--- config.mk ---
export PLATFORM = sky130hd
export DESIGN_NAME = vga_pixel_feeder
export DESIGN_NICKNAME = d
export VERILOG_FILES = /design/src/rtl/vga_feed_pkg.sv /design/src/rtl/pixel_fifo.sv /design/src/rtl/vga_pixel_feeder.sv
export SDC_FILE = /design/constraint.sdc
export NUM_CORES = 1
export LEC_CHECK = 0
export CAP_MARGIN = 20
export CORE_MARGIN = 8
export CORE_UTILIZATION = 60
export CTS_CLUSTER_SIZE = 40
export DETAILED_ROUTE_END_ITERATION = 8
export PLACE_DENSITY = 0.78
export SETUP_SLACK_MARGIN = 0.5
export SYNTH_ARGS = -nofsm -noshare
export SYNTH_HDL_FRONTEND = slang
export SYNTH_SLANG_ARGS = --single-unit
--- constraint.sdc ---
create_clock -name Clock -period 4.6 [get_ports Clock]
set_input_delay 0.92 -clock Clock [delete_from_list [all_inputs] [get_ports Clock]]
set_output_delay 0.92 -clock Clock [all_outputs]
set_load 0.1 [all_outputs]
--- src/rtl/vga_feed_pkg.sv ---
// Shared types and widths for the VGA pixel feeder.
package vga_feed_pkg;

  localparam int unsigned COLOR_W   = 10;
  localparam int unsigned PIX_CNT_W = 19;

  typedef enum logic [1:0] {SEEK, ARMED, STREAM} feed_state_e;

  typedef struct packed {
    logic [COLOR_W-1:0] red;
    logic [COLOR_W-1:0] green;
    logic [COLOR_W-1:0] blue;
  } rgb_t;

endpackage

--- src/rtl/pixel_fifo.sv ---
// Synchronous FIFO with a registered read port and a combinational peek of the head word's
// top (tag) bit.
module pixel_fifo #(
  parameter int unsigned WIDTH = 31,
  parameter int unsigned DEPTH = 16
) (
  input  logic             Clock,
  input  logic             reset,
  input  logic             push,
  input  logic [WIDTH-1:0] wr_data,
  input  logic             pop,
  output logic             full,
  output logic             empty,
  output logic             head_tag,
  output logic [WIDTH-1:0] rd_data
);

  localparam int unsigned AW = $clog2(DEPTH);

  logic [WIDTH-1:0] mem [DEPTH];
  logic [AW-1:0]    wr_ptr_q, rd_ptr_q;
  logic [AW:0]      count_q;
  logic             do_push, do_pop;

  assign full     = (count_q == (AW+1)'(DEPTH));
  assign empty    = (count_q == '0);
  assign do_push  = push && !full;
  assign do_pop   = pop && !empty;
  assign head_tag = mem[rd_ptr_q][WIDTH-1];

  always_ff @(posedge Clock) begin
    if (do_push) mem[wr_ptr_q] <= wr_data;
  end

  always_ff @(posedge Clock or posedge reset) begin
    if (reset) begin
      wr_ptr_q <= '0;
      rd_ptr_q <= '0;
      count_q  <= '0;
      rd_data  <= '0;
    end else begin
      if (do_push) wr_ptr_q <= wr_ptr_q + AW'(1);
      if (do_pop) begin
        rd_ptr_q <= rd_ptr_q + AW'(1);
        rd_data  <= mem[rd_ptr_q];
      end
      unique case ({do_push, do_pop})
        2'b10:   count_q <= count_q + (AW+1)'(1);
        2'b01:   count_q <= count_q - (AW+1)'(1);
        default: count_q <= count_q;
      endcase
    end
  end

endmodule

--- src/rtl/vga_pixel_feeder.sv ---
// Buffers producer pixels, aligns frames to the controller's vsync and presents RGB two cycles
// after each active strobe. Optional counters enabled by VGA_FEEDER_STATS_EN.
module vga_pixel_feeder
  import vga_feed_pkg::*;
#(
  parameter int unsigned DEPTH            = 16,
  parameter int unsigned PIXELS_PER_FRAME = 307200
) (
  input  logic               Clock,
  input  logic               reset,
  input  logic               s_valid,
  input  logic [29:0]        s_data,
  input  logic               s_sof,
  output logic               s_ready,
  input  logic               vga_active,
  input  logic               vga_v_sync,
  output logic [COLOR_W-1:0] oRed,
  output logic [COLOR_W-1:0] oGreen,
  output logic [COLOR_W-1:0] oBlue,
  output logic               oUnderflow,
  output logic               oSync_err,
  input  logic               clr_err
`ifdef VGA_FEEDER_STATS_EN
  ,
  output logic [15:0]        oFrame_count,
  output logic [15:0]        oDrop_count
`endif
);

  feed_state_e          state_q, state_d;
  logic [PIX_CNT_W-1:0] cnt_q, cnt_d;
  logic                 vsync_q, v_fall;
  logic                 fifo_full, fifo_empty, head_sof;
  logic [30:0]          fifo_rd;
  logic                 pop, set_uf, set_se, clean_eof;
  logic                 s1_valid_q, s1_cnt_nz_q;
  rgb_t                 rgb_q;

  assign s_ready = !fifo_full;
  assign v_fall  = vsync_q && !vga_v_sync;

  pixel_fifo #(
    .WIDTH (31),
    .DEPTH (DEPTH)
  ) u_fifo (
    .Clock    (Clock),
    .reset    (reset),
    .push     (s_valid && s_ready),
    .wr_data  ({s_sof, s_data}),
    .pop      (pop),
    .full     (fifo_full),
    .empty    (fifo_empty),
    .head_tag (head_sof),
    .rd_data  (fifo_rd)
  );

  // Frame boundary is clean when exactly one frame was consumed and the next SOF (or nothing)
  // waits at the head.
  assign clean_eof = (state_q == STREAM) && v_fall &&
                     (cnt_q == PIX_CNT_W'(PIXELS_PER_FRAME)) && (fifo_empty || head_sof);

  always_comb begin
    state_d = state_q;
    cnt_d   = cnt_q;
    pop     = 1'b0;
    set_uf  = 1'b0;
    set_se  = 1'b0;
    unique case (state_q)
      SEEK: begin
        if (!fifo_empty) begin
          if (head_sof) state_d = ARMED;
          else          pop     = 1'b1;
        end
      end
      ARMED: begin
        cnt_d = '0;
        if (v_fall) state_d = STREAM;
      end
      STREAM: begin
        if (vga_active) begin
          if (fifo_empty) begin
            set_uf = 1'b1;
          end else begin
            pop   = 1'b1;
            cnt_d = cnt_q + PIX_CNT_W'(1);
            if (head_sof && (cnt_q != '0)) set_se = 1'b1;
          end
        end
        if (v_fall) begin
          if (clean_eof) cnt_d  = '0;
          else           set_se = 1'b1;
        end
        if (set_uf || set_se) state_d = SEEK;
      end
      default: state_d = SEEK;
    endcase
  end

  always_ff @(posedge Clock or posedge reset) begin
    if (reset) begin
      state_q     <= SEEK;
      cnt_q       <= '0;
      vsync_q     <= 1'b1;
      s1_valid_q  <= 1'b0;
      s1_cnt_nz_q <= 1'b0;
      rgb_q       <= '0;
      oUnderflow  <= 1'b0;
      oSync_err   <= 1'b0;
    end else begin
      state_q     <= state_d;
      cnt_q       <= cnt_d;
      vsync_q     <= vga_v_sync;
      s1_valid_q  <= pop && (state_q == STREAM);
      s1_cnt_nz_q <= (cnt_q != '0);
      // A stray SOF mid-frame is blanked rather than shown.
      rgb_q       <= (s1_valid_q && !(fifo_rd[30] && s1_cnt_nz_q)) ? rgb_t'(fifo_rd[29:0]) : '0;
      if (set_uf)       oUnderflow <= 1'b1;
      else if (clr_err) oUnderflow <= 1'b0;
      if (set_se)       oSync_err  <= 1'b1;
      else if (clr_err) oSync_err  <= 1'b0;
    end
  end

  assign oRed   = rgb_q.red;
  assign oGreen = rgb_q.green;
  assign oBlue  = rgb_q.blue;

`ifdef VGA_FEEDER_STATS_EN
  logic drop;
  assign drop = pop && (state_q == SEEK);

  always_ff @(posedge Clock or posedge reset) begin
    if (reset) begin
      oFrame_count <= '0;
      oDrop_count  <= '0;
    end else begin
      if (clean_eof) oFrame_count <= oFrame_count + 16'd1;
      if (drop && (oDrop_count != 16'hFFFF)) oDrop_count <= oDrop_count + 16'd1;
    end
  end
`endif

endmodule

; ---- After elaboration in Yosys (flattened, before gate mapping)
; Memory sizes are Yosys's and may differ from the RTL's.
; Cells that the tools add are included.
[word_totals]
mem_bits_rw = 496
mem_count = 1
out_inout_bits = 33
input_bits = 37
elab_cells = 88
reg_bits = 100
[mem_list]
columns = name, words, word_bits, read_ports, rd_clocked_by_memory_dff, write_ports, line_no
row1 = u_fifo.mem, 16, 31, 1, 0, 1, pixel_fifo.sv:20  ; logic [WIDTH-1:0] mem [DEPTH];
[classes]
n_mux = 33
add_sub_neg = 5
n_eq_ne = 10
reduce_logical = 25
[op_table]
columns = cell, count
row1 = $mux W19, 4
row2 = $pmux W19 S2, 1
row3 = $mux W30, 1
row4 = $mux W1, 20
row5 = $add A19 B1 Y19 const B, 1
row6 = $eq A19 B19 Y1 const B, 1
row7 = $reduce_bool A19 Y1, 1
row8 = $logic_and A1 B1 Y1, 11
row9 = $pmux W5 S2, 1
row10 = $add A4 B1 Y4 const B, 2
row11 = $mux W2, 4
row12 = $ne A2 B2 Y1 const B, 4
row13 = $reduce_bool A2 Y1, 4
row14 = $pmux W2 S3, 1
row15 = $add A5 B1 Y5 const B, 1
row16 = $eq A5 B5 Y1 const B, 1
row17 = $logic_not A5 Y1, 1
row18 = $sub A5 B1 Y5 const B, 1
row19 = $eq A2 B1 Y1 const B, 2
row20 = $eq A2 B2 Y1 const B, 2
row21 = $logic_not A1 Y1, 4
row22 = $reduce_and A4 Y1, 1
row23 = $logic_not A2 Y1, 1
row24 = $logic_or A1 B1 Y1, 2
row25 = $pmux W1 S2, 1

; ---- Longest topological paths before layout
; Gate-level depths: netlist of the first run.
[depth]
depth_word = 11
depth_mapped = 16
depth_no_buf = 13

; ---- Modules after synthesis
; A second synthesis of the first run with hierarchy kept.
[hier_totals]
cells_unflattened = 1178
hier_area_um2 = 23186.0
[modules_own_cells]
columns = module, seq_area_each_um2, area_each_um2, cells_per_inst, instances
row1 = pixel_fifo, 15995.3, 20616.0, 926, 1
row2 = vga_pixel_feeder, 1402.6, 2570.0, 252, 1

; ---- Worst setup path after synthesis of the first run
; No wires, ideal clock.
[synth_path]
path_kind = register to register
startpoint = reg u_fifo.count_q[0]
endpoint = mem u_fifo.mem[3][0] (enable)
period_less_slack_ps = 4431
setup_slack_ps = 169
setup_time_ps = 458
n_path_buf = 1
path_stages_with_launch = 7
required_time_ps = 4142
arrival_ps = 3973
path_cell_list = dfrtp_1 -> nor4_1 -> nand2_1 -> and2_1 -> clkbuf_1 -> nand2_1 -> nor3_1
[synth_via]
elab_chain_cells = 6
[synth_lines]
columns = item, line_no
row1 = "start, declared", pixel_fifo.sv:22  ; logic [AW:0] count_q;
row2 = "start signal, assigned", pixel_fifo.sv:48  ; 2'b10: count_q <= count_q + (AW+1)'(1);
row3 = "start signal, assigned", pixel_fifo.sv:49  ; 2'b01: count_q <= count_q - (AW+1)'(1);
row4 = "start signal, assigned", pixel_fifo.sv:50  ; default: count_q <= count_q;
row5 = $eq A5 B5 Y1 (*), pixel_fifo.sv:25  ; assign full = (count_q == (AW+1)'(DEPTH));
row6 = $logic_not A1 Y1 (*), vga_pixel_feeder.sv:39  ; assign s_ready = !fifo_full;
row7 = via s_ready, vga_pixel_feeder.sv:14  ; output logic s_ready,
row8 = $logic_and A1 B1 Y1, vga_pixel_feeder.sv:48  ; .push (s_valid && s_ready),
row9 = $logic_and A1 B1 Y1 (*), pixel_fifo.sv:27  ; assign do_push = push && !full;
row10 = $mux W1 (*), pixel_fifo.sv:32  ; if (do_push) mem[wr_ptr_q] <= wr_data;
row11 = $mux W1 (implied by the code) (*), pixel_fifo.sv:32
row12 = "end, declared", pixel_fifo.sv:20
; Mark *: on every way through the listed nets, which the timed path passes. The rest lies on a longest branch.

; ---- Worst setup path after layout of the first run
[layout_path]
startpoint = reg u_fifo.count_q[0]
endpoint = out s_ready
[layout_via]
elab_chain_cells = 2
[layout_lines]
columns = item, line_no
row1 = $eq A5 B5 Y1, pixel_fifo.sv:25
row2 = $logic_not A1 Y1, vga_pixel_feeder.sv:39
row3 = "end, declared", vga_pixel_feeder.sv:14
; Every way passes these cells.

==> results.cfg, run 1 <==
[logic_synthesis]
synth_edf_count = 496
syn-num-nets = 1145
ys_seq_elements = 596
yosysSeqAreaShare_pct = 75.3
syn_area_per_cell_um2 = 21.2
yosys_warnings = 0
ys_types = 58
syn_area_mm2 = 0.0231
synthCells = 1092
synthArstFlopShare_pct = 16.8
ys.flop_type = edfxtp_1

[floorplanning]
die_h_um = 212
num_rows = 72
ioPinCount = 70
core_mm2 = 0.0384
die_w_um = 212
dieArea_mm2 = 0.0451
start_util_pct = 60.2

[hold_path]
hold_path_startpoint = u_fifo.rd_data[11]
hold_depth = 1
min_to = oGreen[1]
holdCritPathClass = reg -> reg

[clocking]
numCtsBuffers = 58
ctsHoldBuffers = 0
cts_resized = 0
clock_latency_ns = 0.62
tritoncts = built
cts_setup_buffers = 0
clock_path_buffers = 3
cts.htree.levels = 2
clock-sinks = 596
cts.clk_slew.worst_paths_ns = 0.06
root_buffer = clkbuf_16

[power_and_ir_drop]
p_per_area_mw_per_mm2 = 628
p_leak_nw = 8.97
peakVddDrop_mv = 0.428

[finish]
multiInputGateArea_mm2 = 0.00556
nets = 1256
final_cell_mix = edfxtp_1, mux4_2, dfrtp_1
nFillCells = 2342
final_layout_size_suffix_gt1_share_pct = 27.2
syn2layout_area_growth_pct = 15.0
antenna_cells = 0
design_area_mm2 = 0.0266
utilization_pct = 69.2
final_common_cell = edfxtp_1
ff_latch_area_mm2 = 0.0174

[global_routing]
grt_pass1_wl_mm = 72.0
antenna_found_initial = 1
grt_use_total_pct = 21.7
grt_pass1_vias = 11645
grt_max_degree = 70
grt_remaining_overflow = 0

[placed_design]
dp_hpwl_mm = 26.6
placed_cell_area_mm2 = 0.0246
place_ws_ns = 1.16
port_buffers = 69
gp_congestion = 0.822

[critical_path]
rrSetupSlack_ns = 1.10
end_kind = output port
critPathLaunchType = flop
worst_ep_arrival_time_ns = 3.00
regToRegStartpoint = u_fifo.rd_ptr_q[2]
crit_start = u_fifo.count_q[0]
rr_worst_depth = 13
cp_max_fo = 5
critPathKind = reg -> out
reg2reg_to = u_fifo.count_q[4]
required_ns = 3.68

[timing]
drv_slew = 0
max_slew_margin_pct = 29.8
tns_ns = 0
fin_crit_ns = 3.92
finalSetupViolCount = 0
min_period_over_period_pct = 85.2
hold_viol = 0
finalWorstSetupSlack_ns = 0.682
max_freq_mhz = 255
tightest_slew_ns = 1.05
rsz0062_at_grt = no
finClkSkew_ns = 0.0246

[drt]
vias = 11068
drtPass1Iterations = 5
remaining_drc_errors = 0
antenna_left = 0
wirelength_mm = 47.3
drt_iter0_drc = 1075
wl_per_cell_um = 26.7
viasPerCell = 6.25

[outcome]
status = complete, no violations

[run]
cap_violations = 0
state kept, by name (all words and copies together) (netlist names):
| signal | cells |
|---|---|
| u_fifo.rd_ptr_q | 4 |
| oGreen | 10 |
| oSync_err | 1 |
| oRed | 10 |
| oBlue | 10 |
| s1_valid_q | 1 |
| u_fifo.rd_data | 31 |
| state_q | 2 |
| u_fifo.mem | 496 |
| cnt_q | 19 |
| oUnderflow | 1 |
| u_fifo.wr_ptr_q | 4 |
| s1_cnt_nz_q | 1 |
| vsync_q | 1 |
| u_fifo.count_q | 5 |
logic make-up after synthesis:
kind of cell | after synthesis | synth area share, %
multiplexers | 192 | 16.9
XOR/XNOR | 12 | 0.455
buffers and inverters | 71 | 1.34
flip-flops | 596 | 75.3
adder cells (fa/ha/maj) | 16 | 0.899
AND/OR/NAND/NOR | 136 | 3.13
AO/OA/AOI/OAI | 69 | 2.02
synth_stat cells (all sizes together), types with 4 or more instances:
cell    instances  share of area, %
nor3           17              0.37
nand4           8              0.22
nand2          24              0.39
o22ai           6              0.22
nor2           20              0.34
and2           33              0.89
mux2           36               1.8
mux4          153                15
nand2b          5              0.14
a21o           12              0.39
inv            21              0.34
nand3           6              0.13
nor4            5              0.14
edfxtp        496                64
ha             15              0.81
o21ai          15              0.32
xnor2          10              0.38
dfrtp          99                11
or3             5              0.14
and3            4              0.11
clkbuf         25              0.41
buf            24              0.57
a21oi          15              0.32
how the worst max path moves through the flow:
| stage | endpoint | slack, ns | cells after the start |
|---|---|---|---|
| global placement | u_fifo.mem[10][20] | 1.26 | 5 |
| floorplan | u_fifo.count_q[4] | 0.99 | 14 |
| detailed placement | u_fifo.count_q[4] | 1.16 | 13 |
| finish | s_ready | 0.68 | 3 |
| global route | s_ready | 0.52 | 3 |
| CTS | s_ready | 0.66 | 3 |
power by group:
group	internal, W	switching (W)
combinational	0.00229	0.00260
sequential	0.00659	0.000413
clock	0.00281	0.00200
per-layer routing:
metal | routed length, um | vias to the layer above | global-route usage (%)
li1 | - | 4704 | -
met1 | 19200 | 5864 | 29.3
met2 | 23900 | 423 | 36.0
met3 | 2940 | 77 | 3.82
met4 | 1250 | 0 | 7.09
met5 | 0 | - | 0
critical path, cell delays in order (launching register included):
cell and delay, ns:
dfrtp_1 0.43, nor4_1 0.72, nand2_1 0.22, clkdlybuf4s50_1 1.02
cell type report:
class | count | share of cell area, %
flip-flops and latches | 596 | 65.5
multi-input cells | 425 | 20.9
clock buffers | 70 | 5.71
repair buffers | 100 | 3.52
well taps | 518 | 2.44
clock inverters | 39 | 1.58
inverters | 22 | 0.320
per-stage QoR:
stage | hold slack, ns | instances | power, W
4_1_cts | 0.477 | 1770 | 0.0168
6_report | 0.472 | 1770 | 0.0167
3_5_place_dp | 0.461 | 1661 | 0.0120
3_3_place_gp | 0.459 | 1661 | 0.0119
5_1_grt | 0.489 | 1770 | 0.0174
2_1_floorplan | 0.449 | 1092 | 0.0106
No activity file was read; power rests on OpenSTA's default activity.
==> inputs of run 2 (changes only) <==
--- a/config.mk
+++ b/config.mk
@@ -10,7 +10,7 @@
 export CORE_UTILIZATION = 60
 export CTS_CLUSTER_SIZE = 40
 export DETAILED_ROUTE_END_ITERATION = 8
-export PLACE_DENSITY = 0.78
+export PLACE_DENSITY = 0.85
 export SETUP_SLACK_MARGIN = 0.5
 export SYNTH_ARGS = -nofsm -noshare
 export SYNTH_HDL_FRONTEND = slang
==> run 2 against run 1 <==
  * Largest power group unchanged
  * Sequential cell count is the same
  * Combinational power grew 3%
  * Count of clock-buffer cells in the layout grew 7
  * Power shrank 0.31%
  * Largest cell class unchanged
  * Register-to-register slack lost 0.07 ns
==> results.cfg, run 2 (synthesized netlist as in run 1, its figures left out) <==
[timing]
tns_ns = 0
min_period_over_period_pct = 84.5
max_slew_margin_pct = 28.3
tightest_slew_ns = 1.08
fin_crit_ns = 3.89
max_freq_mhz = 257
hold_viol = 0
holdWs_ns = 0.473
drv_slew = 0
finClkSkew_ns = 0.0419
finalSetupViolCount = 0
finalWorstSetupSlack_ns = 0.715
rsz0062_at_grt = no

[drt]
vias = 11544
wl_per_cell_um = 29.3
wirelength_mm = 51.8
drtPass1Iterations = 5
remaining_drc_errors = 0
antenna_left = 0
drt_iter0_drc = 1369
viasPerCell = 6.54

[placed_design]
port_buffers = 69
placed_cell_area_mm2 = 0.0246
place_ws_ns = 1.05
gp_congestion = 0.806
dp_hpwl_mm = 28.0

[finish]
design_area_mm2 = 0.0265
nets = 1253
final_layout_size_suffix_gt1_share_pct = 26.8
largest_reg_flops = 496
syn2layout_area_growth_pct = 14.5
largest_register = u_fifo.mem
reg_top3 = u_fifo.mem (496), u_fifo.rd_data (31), cnt_q (19)
utilization_pct = 69.0
final_common_cell = edfxtp_1
nFillCells = 2249
final_cell_mix = edfxtp_1, mux4_2, dfrtp_1

[global_routing]
antenna_found_initial = 2
grt_pass1_wl_mm = 78.2
grt_max_degree = 71
grt_use_total_pct = 23.8
grt_remaining_overflow = 0
grt_pass1_vias = 12235

[floorplanning]
ioPinCount = 70
num_rows = 72
core_mm2 = 0.0384
die_h_um = 212
dieArea_mm2 = 0.0451
start_util_pct = 60.2
die_w_um = 212

[clocking]
numCtsBuffers = 56
clock_path_buffers = 3
tritoncts = built
cts_resized = 0
cts.clk_slew.worst_paths_ns = 0.06
cts.htree.levels = 2
cts_setup_buffers = 0
ctsHoldBuffers = 0
clock_latency_ns = 0.63
clock-sinks = 596
root_buffer = clkbuf_16

[outcome]
status = complete, no violations

[critical_path]
worst_ep_arrival_time_ns = 2.97
critPathKind = reg -> out
end_kind = output port
critPathLaunchType = flop
required_ns = 3.68
cp_max_fo = 5

[run]
cap_violations = 0

[power_and_ir_drop]
peakVddDrop_mv = 0.488
p_leak_nw = 8.92
p_per_area_mw_per_mm2 = 629

[hold_path]
holdCritPathClass = reg -> reg
-- run 2: cell types whose count changed in the layout (fill, tap and decap cells not counted), sizes merged --
cell      change
clkinv        -3
buf           -1
bufinv        -4
diode         +1
clkinvlp      -3
inv           -1
clkbuf        +7
-- run 2: final timing paths --
check | start | endpoint | slack, ns | cells past startpoint
min in group asynchronous | reset | u_fifo.rd_data[4] | 0.86 | 2
worst max register to register | u_fifo.rd_ptr_q[2] | u_fifo.count_q[4] | 1.03 | 13
worst min-delay path | u_fifo.rd_data[8] | oBlue[8] | 0.47 | 1
worst min register to register | u_fifo.rd_data[8] | oBlue[8] | 0.47 | 1
worst max-delay path | u_fifo.count_q[0] | s_ready | 0.71 | 3
max in group asynchronous | reset | oRed[7] | 2.84 | 3
-- run 2: per-stage QoR --
stage,std cells,total power [W]
2_1_floorplan,1092,0.0106
3_3_place_gp,1660,0.0118
3_5_place_dp,1660,0.0120
4_1_cts,1765,0.0167
5_1_grt,1765,0.0173
6_report,1766,0.0166
-- run 2: cell type report --
type	instances	area, um2	area share [%]
inverters	22	85.1	0.321
multi-input cells	425	5560	21.0
clock buffers	77	1540	5.82
repair buffers	99	928	3.51
flip-flops and latches	596	17400	65.8
well taps	518	648	2.45
diodes	1	2.50	0.00946
clock inverters	28	293	1.11
-- run 2: worst max-delay path, cell delays in order (launching register included) --
cell and delay, ns:
dfrtp_1 0.42, nor4_1 0.71, nand2_1 0.22, clkdlybuf4s50_1 1.02
-- run 2: layer usage --
metal  GRT usage [%]  vias to the layer above  routed length, um
met2            39.2                      664              26100
met5               0                        -                 19
met3            5.37                      134               4440
met4            10.0                        4               1880
met1            30.7                     6059              19300
li1                -                     4683                  -
-- run 2: power breakdown --
group | internal, W | switching, W
clock | 0.00259 | 0.00201
sequential | 0.00659 | 0.000445
combinational | 0.00230 | 0.00272
total | 0.0115 | 0.00517
